==> src/rtl/oam_dma_pkg.sv <==
// Shared types and default addresses for the OAM DMA controller.
// The ALIGN state exists only when OAM_DMA_ALIGN_EN is defined.
package oam_dma_pkg;

  localparam int unsigned ADDR_W = 16;
  localparam int unsigned DATA_W = 8;

  localparam logic [ADDR_W-1:0] DEFAULT_DMA_REG_ADDR  = 16'h4014;
  localparam logic [ADDR_W-1:0] DEFAULT_OAM_DATA_ADDR = 16'h2004;

  typedef enum logic [2:0] {
    S_IDLE      = 3'd0,
    S_HALT_WAIT = 3'd1,
    S_DUMMY     = 3'd2,
`ifdef OAM_DMA_ALIGN_EN
    S_ALIGN     = 3'd3,
`endif
    S_READ      = 3'd4,
    S_WRITE     = 3'd5
  } state_t;

endpackage

==> src/rtl/oam_dma_bus_mux.sv <==
// Combinational bus owner select: the CPU drives the bus unless DMA owns it.
module oam_dma_bus_mux
  import oam_dma_pkg::*;
(
  input  logic              i_own_bus,
  input  logic [ADDR_W-1:0] i_cpu_addr,
  input  logic              i_cpu_rw,
  input  logic [DATA_W-1:0] i_cpu_data,
  input  logic [ADDR_W-1:0] i_dma_addr,
  input  logic              i_dma_rw,
  input  logic [DATA_W-1:0] i_dma_data,
  output logic [ADDR_W-1:0] o_bus_addr,
  output logic              o_bus_rw,
  output logic [DATA_W-1:0] o_bus_data
);

  always_comb begin
    o_bus_addr = i_cpu_addr;
    o_bus_rw   = i_cpu_rw;
    o_bus_data = i_cpu_data;
    if (i_own_bus) begin
      o_bus_addr = i_dma_addr;
      o_bus_rw   = i_dma_rw;
      o_bus_data = i_dma_data;
    end
  end

endmodule

==> src/rtl/oam_dma_controller.sv <==
// OAM DMA: copies one 256-byte page to the OAM data port after a CPU write.
// Define OAM_DMA_ALIGN_EN to insert a parity-dependent ALIGN cycle.
module oam_dma_controller
  import oam_dma_pkg::*;
#(
  parameter logic [ADDR_W-1:0] DMA_REG_ADDR  = DEFAULT_DMA_REG_ADDR,
  parameter logic [ADDR_W-1:0] OAM_DATA_ADDR = DEFAULT_OAM_DATA_ADDR
) (
  input  logic              clock,
  input  logic              reset,
  input  logic [ADDR_W-1:0] cpu_addr,
  input  logic              cpu_rw,
  input  logic [DATA_W-1:0] cpu_data_out,
  input  logic [DATA_W-1:0] mem_data_in,
  output logic [ADDR_W-1:0] bus_addr,
  output logic              bus_rw,
  output logic [DATA_W-1:0] bus_data_out,
  output logic              cpu_halt,
  output logic              dma_busy,
  output logic              dma_done
);

  state_t            r_state, w_state_nxt;
  logic [DATA_W-1:0] r_page, w_page_nxt;
  logic [DATA_W-1:0] r_idx, w_idx_nxt;
  logic [DATA_W-1:0] r_data, w_data_nxt;
  logic              r_halt, w_halt_nxt;
  logic              r_done, w_done_nxt;
  logic              w_own_bus;
  logic [ADDR_W-1:0] w_dma_addr;
  logic              w_dma_rw;
`ifdef OAM_DMA_ALIGN_EN
  logic              r_parity;
`endif

  always_ff @(posedge clock or posedge reset) begin
    if (reset) begin
      r_state <= S_IDLE;
      r_page  <= '0;
      r_idx   <= '0;
      r_data  <= '0;
      r_halt  <= 1'b0;
      r_done  <= 1'b0;
    end else begin
      r_state <= w_state_nxt;
      r_page  <= w_page_nxt;
      r_idx   <= w_idx_nxt;
      r_data  <= w_data_nxt;
      r_halt  <= w_halt_nxt;
      r_done  <= w_done_nxt;
    end
  end

`ifdef OAM_DMA_ALIGN_EN
  // Free-running phase bit that decides whether an ALIGN cycle is needed.
  always_ff @(posedge clock or posedge reset) begin
    if (reset) r_parity <= 1'b0;
    else       r_parity <= ~r_parity;
  end
`endif

  always_comb begin
    w_state_nxt = r_state;
    w_page_nxt  = r_page;
    w_idx_nxt   = r_idx;
    w_data_nxt  = r_data;
    w_halt_nxt  = r_halt;
    w_done_nxt  = 1'b0;
    w_own_bus   = 1'b0;
    w_dma_addr  = {r_page, r_idx};
    w_dma_rw    = 1'b1;
    case (r_state)
      S_IDLE: begin
        if (cpu_addr == DMA_REG_ADDR && !cpu_rw) begin
          w_page_nxt  = cpu_data_out;
          w_idx_nxt   = '0;
          w_halt_nxt  = 1'b1;
          w_state_nxt = S_HALT_WAIT;
        end
      end
      // CPU writes cannot be stalled; wait for its first read cycle.
      S_HALT_WAIT: if (cpu_rw) w_state_nxt = S_DUMMY;
      S_DUMMY: begin
`ifdef OAM_DMA_ALIGN_EN
        w_state_nxt = r_parity ? S_ALIGN : S_READ;
`else
        w_state_nxt = S_READ;
`endif
      end
`ifdef OAM_DMA_ALIGN_EN
      S_ALIGN: w_state_nxt = S_READ;
`endif
      S_READ: begin
        w_own_bus   = 1'b1;
        w_data_nxt  = mem_data_in;
        w_state_nxt = S_WRITE;
      end
      S_WRITE: begin
        w_own_bus  = 1'b1;
        w_dma_addr = OAM_DATA_ADDR;
        w_dma_rw   = 1'b0;
        if (r_idx == 8'hFF) begin
          w_halt_nxt  = 1'b0;
          w_done_nxt  = 1'b1;
          w_state_nxt = S_IDLE;
        end else begin
          w_idx_nxt   = r_idx + 8'd1;
          w_state_nxt = S_READ;
        end
      end
      default: w_state_nxt = S_IDLE;
    endcase
  end

  assign cpu_halt = r_halt;
  assign dma_done = r_done;
  assign dma_busy = (r_state != S_IDLE);

  oam_dma_bus_mux u_bus_mux (
    .i_own_bus  (w_own_bus),
    .i_cpu_addr (cpu_addr),
    .i_cpu_rw   (cpu_rw),
    .i_cpu_data (cpu_data_out),
    .i_dma_addr (w_dma_addr),
    .i_dma_rw   (w_dma_rw),
    .i_dma_data (r_data),
    .o_bus_addr (bus_addr),
    .o_bus_rw   (bus_rw),
    .o_bus_data (bus_data_out)
  );

endmodule

==> config.mk <==
export PLATFORM = sky130hd
export DESIGN_NAME = oam_dma_controller
export DESIGN_NICKNAME = d
export VERILOG_FILES = /design/src/rtl/oam_dma_pkg.sv /design/src/rtl/oam_dma_bus_mux.sv /design/src/rtl/oam_dma_controller.sv
export SDC_FILE = /design/constraint.sdc
export NUM_CORES = 1
export LEC_CHECK = 0
export ABC_CLOCK_PERIOD_IN_PS = 1600
export CAP_MARGIN = 10
export CELL_PAD_IN_SITES_DETAIL_PLACEMENT = 2
export CELL_PAD_IN_SITES_GLOBAL_PLACEMENT = 2
export CORE_MARGIN = 1
export CORE_UTILIZATION = 24
export DETAILED_ROUTE_END_ITERATION = 8
export PLACE_DENSITY_LB_ADDON = 0.2
export SETUP_SLACK_MARGIN = 0.05
export SLEW_MARGIN = 5
export SYNTH_ARGS = -nofsm -noshare
export SYNTH_HDL_FRONTEND = slang
export SYNTH_SLANG_ARGS = --single-unit
==> constraint.sdc <==
create_clock -name clock -period 1.6 [get_ports clock]
set_input_delay 0.32 -clock clock [delete_from_list [all_inputs] [get_ports clock]]
set_output_delay 0.32 -clock clock [all_outputs]
set_load 0.005 [all_outputs]
## Yosys cells after proc, flatten, opt, wreduce, memory -nomap -nowiden

Index checks and enable logic that the tools add are counted.

- Register bits after elaboration: 29
- Bits of input ports: 35
- Output and inout port bits: 28
- Word-level logic and storage cells: 45

- $add $sub $neg: 1
- Equal/unequal tests: 10
- Multiplexer cells: 18
- Reductions and logical operators: 10

Operators by type and width:

| kind | count |
|---|---|
| $mux 16 | 2 |
| $mux 8 | 3 |
| $eq 16x15->1 const B | 1 |
| $pmux 8 s2 | 1 |
| $pmux 3 s5 | 1 |
| $mux 3 | 3 |
| $add 8x1->8 const B | 1 |
| $eq 8x8->1 const B | 1 |
| $ne 2x2->1 const B | 4 |
| $mux 1 | 7 |
| $eq 3x3->1 const B | 2 |
| $reduce_and 3->1 | 2 |
| $reduce_and 2->1 | 2 |
| $eq 3x1->1 const B | 1 |
| $eq 3x2->1 const B | 1 |
| $logic_not 3->1 | 1 |
| $reduce_bool 3->1 | 1 |
| $pmux 1 s2 | 1 |
| $reduce_bool 2->1 | 1 |
| $reduce_or 2->1 | 1 |
| $logic_and 1x1->1 | 1 |
| $logic_not 1->1 | 1 |

## Depth between registers and ports, before layout

Gate-level depths: netlist (run 1).

- Depth after elaboration: 4
- Gate-level depth with buffers: 6
- Depth with buffers taken out: 5

## Modules after synthesis

From an unflattened synthesis (run 1), not the netlist that was laid out.

- Cells, all modules: 166
- Area total of the unflattened synthesis: 1885.6 um2

Modules (own cells, without submodules):

| module | times used | cells each | area an instance (um2) | seq. area each (um2) |
|---|---|---|---|---|
| oam_dma_controller | 1 | 138 | 1477.7 | 725.7 |
| oam_dma_bus_mux | 1 | 28 | 407.9 | 0.0 |

## Least setup slack after synthesis (run 1)

Ideal clock, no wire load.

- Path kind: register to register
- Start: register r_state[2]
- End: register r_page[0]
- Library setup time: 0.125 ns
- Arrival: 1.485 ns
- Required time: 1.475 ns
- Path slack: -0.010 ns
- Stages on the path, launching flop included: 7
- Path buffers: 2
- Period minus slack after synthesis: 1.610 ns
- Cell sequence: dfrtp_1 > buf_6 > nor4_4 > nand3b_2 > nor2_4 > buf_6 > mux2_2

- Word-level cells in the longest chain between the ends: 2

Ends and longest elaborated chain:

| element | RTL line | text |
|---|---|---|
| start, declared | oam_dma_controller.sv:23 | `state_t r_state, w_state_nxt;` |
| start signal, assigned | oam_dma_controller.sv:45 | `r_state <= w_state_nxt;` |
| $logic_not 3->1 | oam_dma_controller.sv:72 | `case (r_state)` |
| $reduce_and 2->1 (no line) | -- |  |
| end signal, assigned | oam_dma_controller.sv:46 | `r_page <= w_page_nxt;` |
| end, declared | oam_dma_controller.sv:24 | `logic [DATA_W-1:0] r_page, w_page_nxt;` |

No other way between the ends.
A chain may end at the register's enable or synchronous reset.

## Worst setup path in the final report (run 1)

- Start: register r_state[1]
- End: output port bus_rw

- Word-level cells in the longest chain between the ends: 4
- Elaborated cells between the ends (all ways): 6
- Those cells by class: eq/ne (2); mux (3); reduce/logical (1)

Ends and longest elaborated chain:

| element | RTL line | text |
|---|---|---|
| $eq 3x3->1 | oam_dma_controller.sv:72 |  |
| $reduce_or 2->1 (no line) | -- |  |
| $mux 1 | oam_dma_controller.sv:72 |  |
| $mux 1 (*) | oam_dma_bus_mux.sv:21 | `if (i_own_bus) begin` |
| end, declared | oam_dma_controller.sv:16 | `output logic bus_rw,` |

Mark *: on every way between the ends. The rest lies on a longest branch, timed or not.

==> qor.yml, run 1 <==
reg2reg_to: "r_page[6]"
clk_pin_slew_worst_paths_ns: 0.07
synthesis.area_um2: 1760
ant_nets: 0
skew_ns: 0.00790
drc_errors: 0
synth-xor-area-share_pct: 0.496
io_buffers: 62
gp_congestion: 0.736
n_antenna_cell: 0
drt_wl_total_um: 10400
grt_pass1_vias: 2367
dr.pass1.iters: 4
peakVddDrop_mv: 0.640
reg2reg_slack_ns: -0.27
drtIter0Drc: 33
reg2reg_from: "r_state[2]"
fmax_ghz: 0.523
drive_gt1_share_pct: 63.5
p_sw_mw: 2.45
clk_latency_ns: 0.29
finalWorstSetupSlack_ns: -0.312
p_per_area_nw_per_um2: 1660
hold_ws_ns: 0.367
cts_max_level: 2
synthCells: 184
vias: 2087
yosys_warnings: 0
violations: "negative setup slack"
cap_violations: 0
cts_root_buf: "clkbuf_8"
synthDistinctLibCells: 41
grt.overflow.total: 0
io_pins: 63
ys_seq_area_share_pct: 41.1
cp_max_fo: 4
hpwl_um: 4990
fin_crit_ns: 1.91
ctsLongestPathBuffers: 2
comb_power_share_pct: 66.5
async_reset_ff_share_pct: 100
synth_top_family_by_area: "simple AND/OR/NAND/NOR gates"
ys.flop_type: "dfrtp_1"
r2r_cells: 7
core.rowCount: 30
via_per_inst: 4.98
rsz0062_at_grt: "yes"
synth-edff-count: 0
finalHoldViolations: 0
yosys.area_share.simple_pct: 23.3
muxShareOfSynthArea_pct: 16.7
die_h_um: 87.7
tightest_slew_ns: 0.352
final-max-slew-violation-count: 0
crit_required_ns: 1.28
wl_per_cell_um: 24.7
outcome: "finished, violations left"
areaGrowthSynthToFinish_pct: 114
power.internal_mw: 3.80
worst_ep_arrival_time_ns: 1.59
setup_violations: 51
worstHoldPathType: "in2async"
grt_start_max_net_pins: 30
ys_ff_latch: 29
numCtsBuffers: 5
synth_nets: 220
start_kind: "register"
cts_tree: "done"
final_common_cell: "buf_4"
clock_power_share_pct: 15.2
dieArea_um2: 7700
antenna_found_initial: 0
clock-sinks: 29
fillCellCount: 672
synth_fa_ha_area_share_pct: 0.709
synth-compound-area-share_pct: 12.8
p_seq_share_pct: 18.3
avgSynthCellArea_um2: 9.59
final_nets: 358
grt_pass1_wl_um: 14100
grt_use_total_pct: 25.7
endpoint_kind: "output port"
fp.dieW_um: 87.7
post-route-period-util_pct: 119
dpl_worst_slack_ns: -0.612
critPathKind: "reg2out"
timing.slew.headroom_pct: 76.4
p_leak_nw: 1.78
switching_share_pct: 39.2
coreArea_um2: 6940
most-common-layout-cells: "buf_4 (49), clkdlybuf4s50_1 (33), dfrtp_1 (28)"
start_util_pct: 25.4
[cell usage after synthesis (all sizes together), types with 3 or more instances]
library cell  count  area share [%]
nor4              5             3.5
clkbuf            4            0.85
nand3             3            0.85
inv               5             1.1
nand2            35             7.4
buf               8             3.0
a21oi             4             1.1
dfrtp            29              41
nand3b            3             1.5
mux2             24              16
nor3              7             2.0
o31ai             4             1.7
nor2             11             3.2
o21ai            17             4.8
and3              3             1.1
[logic make-up (layout without fill, tap and decap cells)]
logic type | count (synthesis) | in the layout
AND/OR/NAND/NOR | 74 | 74
flip-flops | 29 | 29
multiplexers | 26 | 26
adder cells (fa/ha/maj) | 1 | 1
AO/OA/AOI/OAI | 36 | 36
XOR/XNOR | 1 | 1
buffers and inverters | 17 | 156
[power by group through the flow]
stage / sequential, mW / clock [mW] / combinational (mW)
floorplan: 1.07 / 0 / 1.07
global placement: 1.08 / 0 / 2.47
detailed placement: 1.09 / 0 / 2.51
CTS: 1.10 / 0.938 / 3.46
global route: 1.17 / 0.986 / 4.37
finish: 1.15 / 0.950 / 4.16
[worst max-delay path by stage]
stage          cells past startpoint         start         endpoint
6_report                           7    r_state[1]           bus_rw
5_1_grt                            7    r_state[1]           bus_rw
4_1_cts                            5    r_state[1]  bus_data_out[4]
3_5_place_dp                       5  cpu_addr[13]        r_page[5]
3_3_place_gp                       5  cpu_addr[13]        r_page[3]
2_1_floorplan                      5    r_state[1]        r_page[0]
[critical path, cell delays in order (launching register included)]
cell	delay, ns
dfrtp_2	0.42
nand2b_4	0.18
buf_12	0.15
buf_16	0.13
buf_6	0.11
nor2_4	0.08
a21o_1	0.10
buf_2	0.13
[flip-flops by register name, summed over array words and instances, names as in the netlist]
register / flops
cpu_halt: 1
dma_done: 1
r_data: 8
r_idx: 8
r_page: 8
r_state: 3
[final cells by class]
class,instances,area (µm²),area share (%)
sequential,29,727,19.3
tap,96,120,3.18
timing repair buffer,143,1350,35.9
multi-input combinational,138,1420,37.5
clock inverter,3,65.1,1.72
clock buffer,5,68.8,1.82
inverter,5,21.3,0.564
[timing repair]
| item | 4_1_cts | 5_1_grt |
|---|---|---|
| setup buffers | 22 | 11 |
| hold buffers | 0 | 0 |
| endpoints found under the setup margin | 52 | 54 |
| resized for setup | 205 | 54 |
| gates cloned | 3 | 0 |
| pin swaps | 24 | 18 |
[per-layer routing]
metal,track usage [%],part of all wire [%]
met5,0,0
met4,10.3,3.2
met3,5.09,3.8
met2,47.7,53
met1,28.7,40
[per-stage QoR]
stage                     area [µm²]  TNS, ns  utilization, %  std cells  total power [mW]
after floorplan                 1790        0               -        184              2.14
after global placement          2880   -15.35            41.5        381              3.55
after detailed placement        2880   -17.79            41.5        381              3.61
after CTS                       3470    -7.83            50.0        412              5.50
after global routing            3770   -13.50            54.3        419              6.52
final                           3770   -11.07            54.3        419              6.26
(Power assumes the default switching activity.)
==> run 2: changes to the inputs <==
--- a/config.mk
+++ b/config.mk
@@ -5,14 +5,15 @@
 export SDC_FILE = /design/constraint.sdc
 export NUM_CORES = 1
 export LEC_CHECK = 0
-export ABC_CLOCK_PERIOD_IN_PS = 1600
+export ABC_CLOCK_PERIOD_IN_PS = 2130
 export CAP_MARGIN = 10
 export CELL_PAD_IN_SITES_DETAIL_PLACEMENT = 2
 export CELL_PAD_IN_SITES_GLOBAL_PLACEMENT = 2
 export CORE_MARGIN = 1
-export CORE_UTILIZATION = 24
+export CORE_UTILIZATION = 26
 export DETAILED_ROUTE_END_ITERATION = 8
 export PLACE_DENSITY_LB_ADDON = 0.2
+export REMOVE_ABC_BUFFERS = 1
 export SETUP_SLACK_MARGIN = 0.05
 export SLEW_MARGIN = 5
 export SYNTH_ARGS = -nofsm -noshare
==> constraint.sdc (replaced) <==
create_clock -name clock -period 2.13 [get_ports clock]
set_input_delay 0.426 -clock clock [delete_from_list [all_inputs] [get_ports clock]]
set_output_delay 0.426 -clock clock [all_outputs]
set_load 0.005 [all_outputs]
==> run 2 against run 1 <==
  * The flow now finishes without violations
  * Combinational power fell by 64%
  * Cell area fell by 28%
  * Die area down 7.5%
  * Total power down 53%
  * Sequential share of layout area grew 7.5 points
  * Cell count fell by 18%
  * Setup slack improved by 0.42 ns
  * Flip-flop and latch count unchanged
  * Routed wire length decreased by 44%
  * Core utilization shrank 12 points
  * Worst hold slack better by 0.14 ns
  * Via count shrank 18%
  * Critical path type unchanged
==> qor.yml, run 2 (synthesis results as in run 1) <==
core.rowCount: 29  # -3.3%
crit_path_top_delay_cell: "dfrtp_1"
reg2reg_to: "r_page[3]"
met1Wirelength_um: 2590  # -37%
outcome: "finished, final reports clean"
drtIter0Drc: 33  # unchanged
cts_root_buf: "clkbuf_8"
fmax_ghz: 0.495
numCtsBuffers: 5  # unchanged
reg2reg_slack_ns: 0.25  # +0.52 ns
start_util_pct: 27.3  # +1.9 points
final_common_cell: "clkdlybuf4s50_1"
worstHoldPathType: "reg2reg"
grt_pass1_vias: 1955  # -17%
critPathKind: "reg2out"
largestRegisters: "r_data: 8 flops, r_idx: 8 flops, r_page: 8 flops"
coreArea_um2: 6460  # -7.0%
post-route-period-util_pct: 94.9
crit_required_ns: 1.70  # +0.42 ns
areaGrowthSynthToFinish_pct: 53.8
routed-wl-met2_um: 2950  # -47%
ant_nets: 0  # unchanged
fin_util_pct: 42.0  # -12 points
io_pins: 63  # unchanged
cp_max_fo: 9  # +5
cts_tree: "done"
dr.pass1.iters: 3  # -1
setup_violations: 0  # -100%
drt_wl_total_um: 5820  # -44%
cts_max_level: 2  # unchanged
peakVddDrop_mv: 0.388  # -39%
fin_crit_ns: 2.02
final_nets: 300  # -16%
skew_ns: 0.00918  # +0.00128 ns
clk_pin_slew_worst_paths_ns: 0.07  # about the same
io_buffers: 62  # unchanged
wl_met3_um: 233  # -41%
grt_pass1_wl_um: 9890  # -30%
vias: 1715  # -18%
start_kind: "register"
n_antenna_cell: 0  # unchanged
drc_errors: 0  # unchanged
clock-sinks: 29  # unchanged
grt.overflow.total: 0  # unchanged
dieArea_um2: 7120  # -7.5%
antenna_found_initial: 0  # unchanged
timing.slew.headroom_pct: 70.2  # -6.2 points
crit_path_cell_trace: "nand2b_4, buf_8, buf_4, nand2_2, o21ai_0, dlygate4sd2_1"
wl_per_cell_um: 17.0  # -31%
fp.dieW_um: 84.4  # -3.8%
die_h_um: 84.4  # -3.8%
hpwl_um: 4350  # -13%
top_layer_used: "met4"
cpPeakStageDelay_ns: 0.39  # -0.03 ns
total_power_mw: 2.96  # -53%
hold_end: "r_data[6]"
drive_gt1_share_pct: 26.4  # -37 points
p_leak_nw: 1.20  # -32%
most-common-layout-cells: "clkdlybuf4s50_1 (36), nand2_1 (34), dfrtp_1 (29)"
tightest_slew_ns: 0.444  # +0.0918 ns
cap_violations: 0  # unchanged
p_per_area_nw_per_um2: 1090  # -34%
hold_path_depth: 1
finalHoldViolations: 0  # unchanged
r2r_cells: 5  # -2
ctsLongestPathBuffers: 2  # unchanged
final-max-slew-violation-count: 0  # unchanged
hold_start: "r_data[6]"
clk_latency_ns: 0.28  # about the same
rsz0062_at_grt: "yes"
grt_start_max_net_pins: 30  # unchanged
reg2reg_from: "r_state[0]"
worst_ep_arrival_time_ns: 1.60  # about the same
grt_use_total_pct: 17.8  # -8.0 points
via_per_inst: 5.01  # +0.68%
gp_congestion: 0.743  # +0.95%
endpoint_kind: "output port"
fillCellCount: 730  # +8.6%
run 2: cell count changes in the layout (fill, tap and decap cells not counted), moves of 6 or more:
cell	before	now
buf_6	26	1
nand2_4	12	0
buf_4	49	20
buf_2	22	0
buf_12	6	0
mux2_4	18	1
dlygate4sd2_1	2	25
nand2_1	19	34
o21ai_2	11	1
o21ai_0	1	14
mux2_2	6	23
run 2: where the power goes:
part	total, mW	leakage (nW)	switching (mW)	internal (mW)
logic	1.51	0.785	0.711	0.803
clock network	0.602	0.0585	0.221	0.381
registers	0.846	0.359	0.137	0.709
total	2.96	1.20	1.07	1.89
run 2: metrics by stage:
step / std cells / setup TNS (ns) / setup WS [ns] / hold slack, ns / instance area [µm²]
global route: 342 / 0 / 0.0405 / 0.531 / 2710
floorplan: 172 / -0.304 / -0.0380 / 0.477 / 1700
CTS: 342 / 0 / 0.0530 / 0.512 / 2710
detailed placement: 327 / -0.768 / -0.0967 / 0.496 / 2530
global placement: 327 / -0.284 / -0.0394 / 0.491 / 2530
finish: 342 / 0 / 0.109 / 0.503 / 2710
run 2: cell type report:
type,instances,area (µm²),area share [%]
clock buffers,7,86.3,3.18
clock inverters,1,30.0,1.11
inverters,5,18.8,0.692
multi-input cells,138,976,36.0
flip-flops and latches,29,726,26.7
well taps,77,96.3,3.55
repair buffers,85,781,28.8
run 2: how the worst max path moves through the flow:
stage                      start               to  depth (start not counted)  slack (ns)
finish                r_state[1]     bus_addr[15]                          6        0.11
global route          r_state[1]     bus_addr[15]                          6        0.04
CTS                   r_state[1]      bus_addr[3]                          5        0.05
detailed placement  cpu_addr[13]        r_page[3]                          5        -0.1
global placement    cpu_addr[13]        r_page[6]                          5       -0.04
floorplan             r_state[1]  bus_data_out[0]                          2       -0.04
run 2: what timing repair did:
item,4_1_cts,5_1_grt
gates resized for setup,38,4
hold buffers,0,0
endpoints found under the setup margin,26,4
endpoints found under the hold margin,0,0
setup buffers,7,0
run 2: routing by layer:
layer  vias up  track usage (%)
met5         -                0
met4         0             4.16
met3         5             3.74
met2        37             32.0
met1       856             21.8
li1        817                -
run 2: critical path: cells and delay by family, from the launching register on:
kind	cells	cell delay, ns
flops	1	0.39
buf+inv	3	0.58
simple gates	2	0.26
compound gates	1	0.07
==> run 3: changes to the inputs <==
--- a/config.mk
+++ b/config.mk
@@ -10,7 +10,8 @@
 export CELL_PAD_IN_SITES_DETAIL_PLACEMENT = 2
 export CELL_PAD_IN_SITES_GLOBAL_PLACEMENT = 2
 export CORE_MARGIN = 1
-export CORE_UTILIZATION = 26
+export CORE_UTILIZATION = 28
+export CTS_CLUSTER_SIZE = 8
 export DETAILED_ROUTE_END_ITERATION = 8
 export PLACE_DENSITY_LB_ADDON = 0.2
 export REMOVE_ABC_BUFFERS = 1
@@ -18,4 +19,5 @@
 export SLEW_MARGIN = 5
 export SYNTH_ARGS = -nofsm -noshare
 export SYNTH_HDL_FRONTEND = slang
+export SYNTH_HIERARCHICAL = 1
 export SYNTH_SLANG_ARGS = --single-unit
==> constraint.sdc (replaced) <==
create_clock -name clock -period 2.13 [get_ports clock]
set_input_delay 0.426 -clock clock [delete_from_list [all_inputs] [get_ports clock]]
set_output_delay 0.426 -clock clock [all_outputs]
set_load 0.1 [all_outputs]
==> run 3 against run 2 <==
  * The run now ends with design-rule violations, negative setup slack left
  * Sequential power decreased by 9.6%
  * Sequential share of layout area fell by 4.4 points
  * Worst hold slack improved by 0.010 ns
  * Area after synthesis grew 6.9%
  * Clock skew rose by 0.0019 ns
  * Critical endpoint is now bus_addr[3]
  * Highest routed layer unchanged
==> qor.yml, run 3 <==
drt_wl_total_um: 7130  # +23%
fp.dieW_um: 84.1  # -0.37%
fin_crit_ns: 2.22  # +0.197 ns
rsz0062_at_grt: "yes"
worst_ep_arrival_time_ns: 1.79  # +0.19 ns
critPathKind: "reg2out"
crit_path_top_delay_cell: "dfrtp_1"
synthTopCellsByArea: "dfrtp_1 (38%), mux2_4 (17%), mux2_2 (12%), and2_1 (4.3%), buf_12 (2.1%)"
grt_start_max_net_pins: 30  # unchanged
reg2reg_from: "r_state[0]"
setup_violations: 33  # +33
synthesis.area_um2: 1890  # +6.9%
synth.top_cell.area_share_pct: 38.5  # -2.6 points
async_reset_ff_share_pct: 100  # unchanged
outcome: "finished, violations left"
finalWorstSetupSlack_ns: -0.0884  # -0.197 ns
final_nets: 287  # -4.3%
tightest_slew_ns: 0.525  # +0.0809 ns
core.rowCount: 29  # unchanged
worstSetupStartpoint: "r_state[1]"
reg2reg_slack_ns: 0.29  # +0.04 ns
ys_ff_latch: 29  # unchanged
peakVddDrop_mv: 0.510  # +31%
synth-xor-area-share_pct: 0.464  # -0.032 points
cts_root_buf: "clkbuf_8"
synth-compound-area-share_pct: 6.04  # -6.7 points
dpl_worst_slack_ns: -0.135  # -0.0378 ns
synth_top_area_cell: "dfrtp_1"
start_kind: "register"
via_per_inst: 5.14  # +2.4%
synth_fa_ha_area_share_pct: 0.664  # -0.046 points
largestRegisters: "r_data: 8 flops, r_idx: 8 flops, r_page: 8 flops"
io_buffers: 62  # unchanged
skew_ns: 0.0111  # +0.00190 ns
synthCells: 166  # -9.8%
drtIter0Drc: 51  # +55%
worstHoldPathType: "reg2reg"
reg2reg_to: "r_page[6]"
coreArea_um2: 6420  # -0.56%
clk_latency_ns: 0.29  # about the same
hold_start: "r_data[7]"
path_buf_inv: 3  # unchanged
die_h_um: 84.1  # -0.37%
cts_tree: "done"
vias: 1690  # -1.5%
yosys_warnings: 6  # +6
drive_gt1_share_pct: 49.2  # +23 points
crit_end: "bus_addr[3]"
dp_cells: 311  # -4.9%
final-max-slew-violation-count: 0  # unchanged
clk_pin_slew_worst_paths_ns: 0.07  # about the same
ant_nets: 0  # unchanged
synthDistinctLibCells: 40  # -2.4%
drc_errors: 5  # +5
grt_pass1_vias: 1841  # -5.8%
cap_violations: 0  # unchanged
synth-edff-count: 0  # unchanged
grt_pass1_wl_um: 10700  # +7.9%
antenna_found_initial: 0  # unchanged
start_util_pct: 29.4  # +2.0 points
hpwl_um: 4670  # +7.4%
final_common_cell: "clkdlybuf4s50_1"
violations: "design-rule violations, negative setup slack"
p_leak_nw: 1.51  # +26%
crit_path_cell_trace: "and3b_2, inv_4, buf_12, and2_4, mux2_4, buf_12"
gp_congestion: 0.722  # -2.8%
fillCellCount: 618  # -15%
dieArea_um2: 7070  # -0.75%
endpoint_kind: "output port"
yosys.area_share.simple_pct: 19.6  # -3.8 points
fmax_ghz: 0.451  # -8.9%
synth_top_family_by_area: "multiplexers"
yosysMostFrequentCell: "dfrtp_1"
ys.flop_type: "dfrtp_1"
finalHoldViolations: 0  # unchanged
most-common-layout-cells: "clkdlybuf4s50_1 (34), dfrtp_1 (29), buf_12 (29)"
dr.pass1.iters: 6  # +3
r2r_cells: 6  # +1
p_per_area_nw_per_um2: 1320  # +21%
cp_max_fo: 10  # +1
areaGrowthSynthToFinish_pct: 72.5
ys_seq_area_share_pct: 38.5  # -2.6 points
ctsLongestPathBuffers: 2  # unchanged
clock-sinks: 29  # unchanged
grt.overflow.total: 0  # unchanged
cts_max_level: 2  # unchanged
muxShareOfSynthArea_pct: 29.2  # +13 points
crit_required_ns: 1.70  # about the same
layout.cells.non_filler: 329  # -3.8%
ys_top_cells_by_count: "dfrtp_1 (29), mux2_4 (21), mux2_2 (20), and2_1 (13)"
path_common_cell: "buf_12"
post-route-period-util_pct: 104  # +9.3 points
crit_cells: 6  # unchanged
grt_use_total_pct: 20.6  # +2.8 points
timing.slew.headroom_pct: 65.0  # -5.2 points
cpPeakStageDelay_ns: 0.41  # +0.02 ns
wl_per_cell_um: 21.7  # +27%
io_pins: 63  # unchanged
path_delay_family: "simple AND/OR/NAND/NOR gates"
avgSynthCellArea_um2: 11.4  # +18%
numCtsBuffers: 5  # unchanged
n_antenna_cell: 0  # unchanged
## run 3: cell count changes in the layout (fill, tap and decap cells not counted), moves of 3 or more
cell,previous run,this run
dlygate4sd2_1,25,0
nand3_1,3,6
mux2_4,1,26
buf_4,20,17
mux2_2,23,15
nor3_1,7,3
nand2_1,34,9
and2_4,0,12
o21ai_0,14,7
buf_12,0,29
## run 3: layout make-up
type                    instances  area [µm²]  area share (%)
multi-input cells             124        1110            34.2
flip-flops and latches         29         726            22.3
inverters                       5        33.8            1.04
repair buffers                 86        1170            35.8
well taps                      77        96.3            2.96
clock inverters                 2        37.5            1.15
clock buffers                   6        82.6            2.54
## run 3: worst reg2reg max path: stages, from the launching register on
cell and delay, ns:
dfrtp_1 0.39, buf_4 0.18, nor4b_4 0.33, nand4_2 0.17, nor2_4 0.18, buf_12 0.15
mux2_2 0.34
## run 3: worst min path at each step
stage,end,cells past startpoint
after floorplan,r_page[5],1
after global placement,r_page[5],1
after detailed placement,r_data[0],1
after CTS,r_page[4],1
after global routing,r_data[6],1
final,r_data[7],1
## run 3: repair_timing
action | in CTS | in global routing
cloned | 2 | 1
gates resized for setup | 27 | 4
setup endpoints to repair | 25 | 37
pin swaps | 3 | 2
endpoints found under the hold margin | 0 | 0
buffers inserted | 4 | 4
hold buffers | 0 | 0
## run 3: metal layers
layer | vias up | wire, µm | part of all wire, % | track usage, %
met5 | - | 0 | 0 | 0
met4 | 0 | 157 | 2.2 | 6.58
met3 | 8 | 181 | 2.5 | 4.55
met2 | 38 | 3790 | 53 | 35.8
met1 | 886 | 3010 | 42 | 25.0
li1 | 758 | - | - | -
## run 3: logic make-up (layout without fill, tap and decap cells)
| kind of cell | after synthesis | count (layout) |
|---|---|---|
| muxes | 42 | 42 |
| buffers and inverters | 13 | 99 |
| DFF | 29 | 29 |
| and+or+nand+nor | 62 | 62 |
| xor gates and xnor gates | 1 | 1 |
| adders and majority gates | 1 | 1 |
| AOI/OAI and AO/OA | 18 | 18 |
## run 3: per-stage QoR
stage	TNS, ns	utilization [%]	area, µm²	power [mW]	hold WS, ns
2_1_floorplan	-4.07	-	1800	2.45	0.472
4_1_cts	-1.50	49.4	3170	4.27	0.510
5_1_grt	-2.92	50.7	3250	4.47	0.537
3_3_place_gp	-0.384	45.2	2900	3.39	0.483
6_report	-1.70	50.7	3250	4.31	0.513
3_5_place_dp	-1.97	45.2	2900	3.44	0.495
## run 3: power breakdown
part	internal [mW]	total [mW]	leakage [nW]	switching [mW]
clock network	0.380	0.614	0.0574	0.234
logic	1.23	2.93	1.11	1.70
registers	0.672	0.765	0.344	0.0934
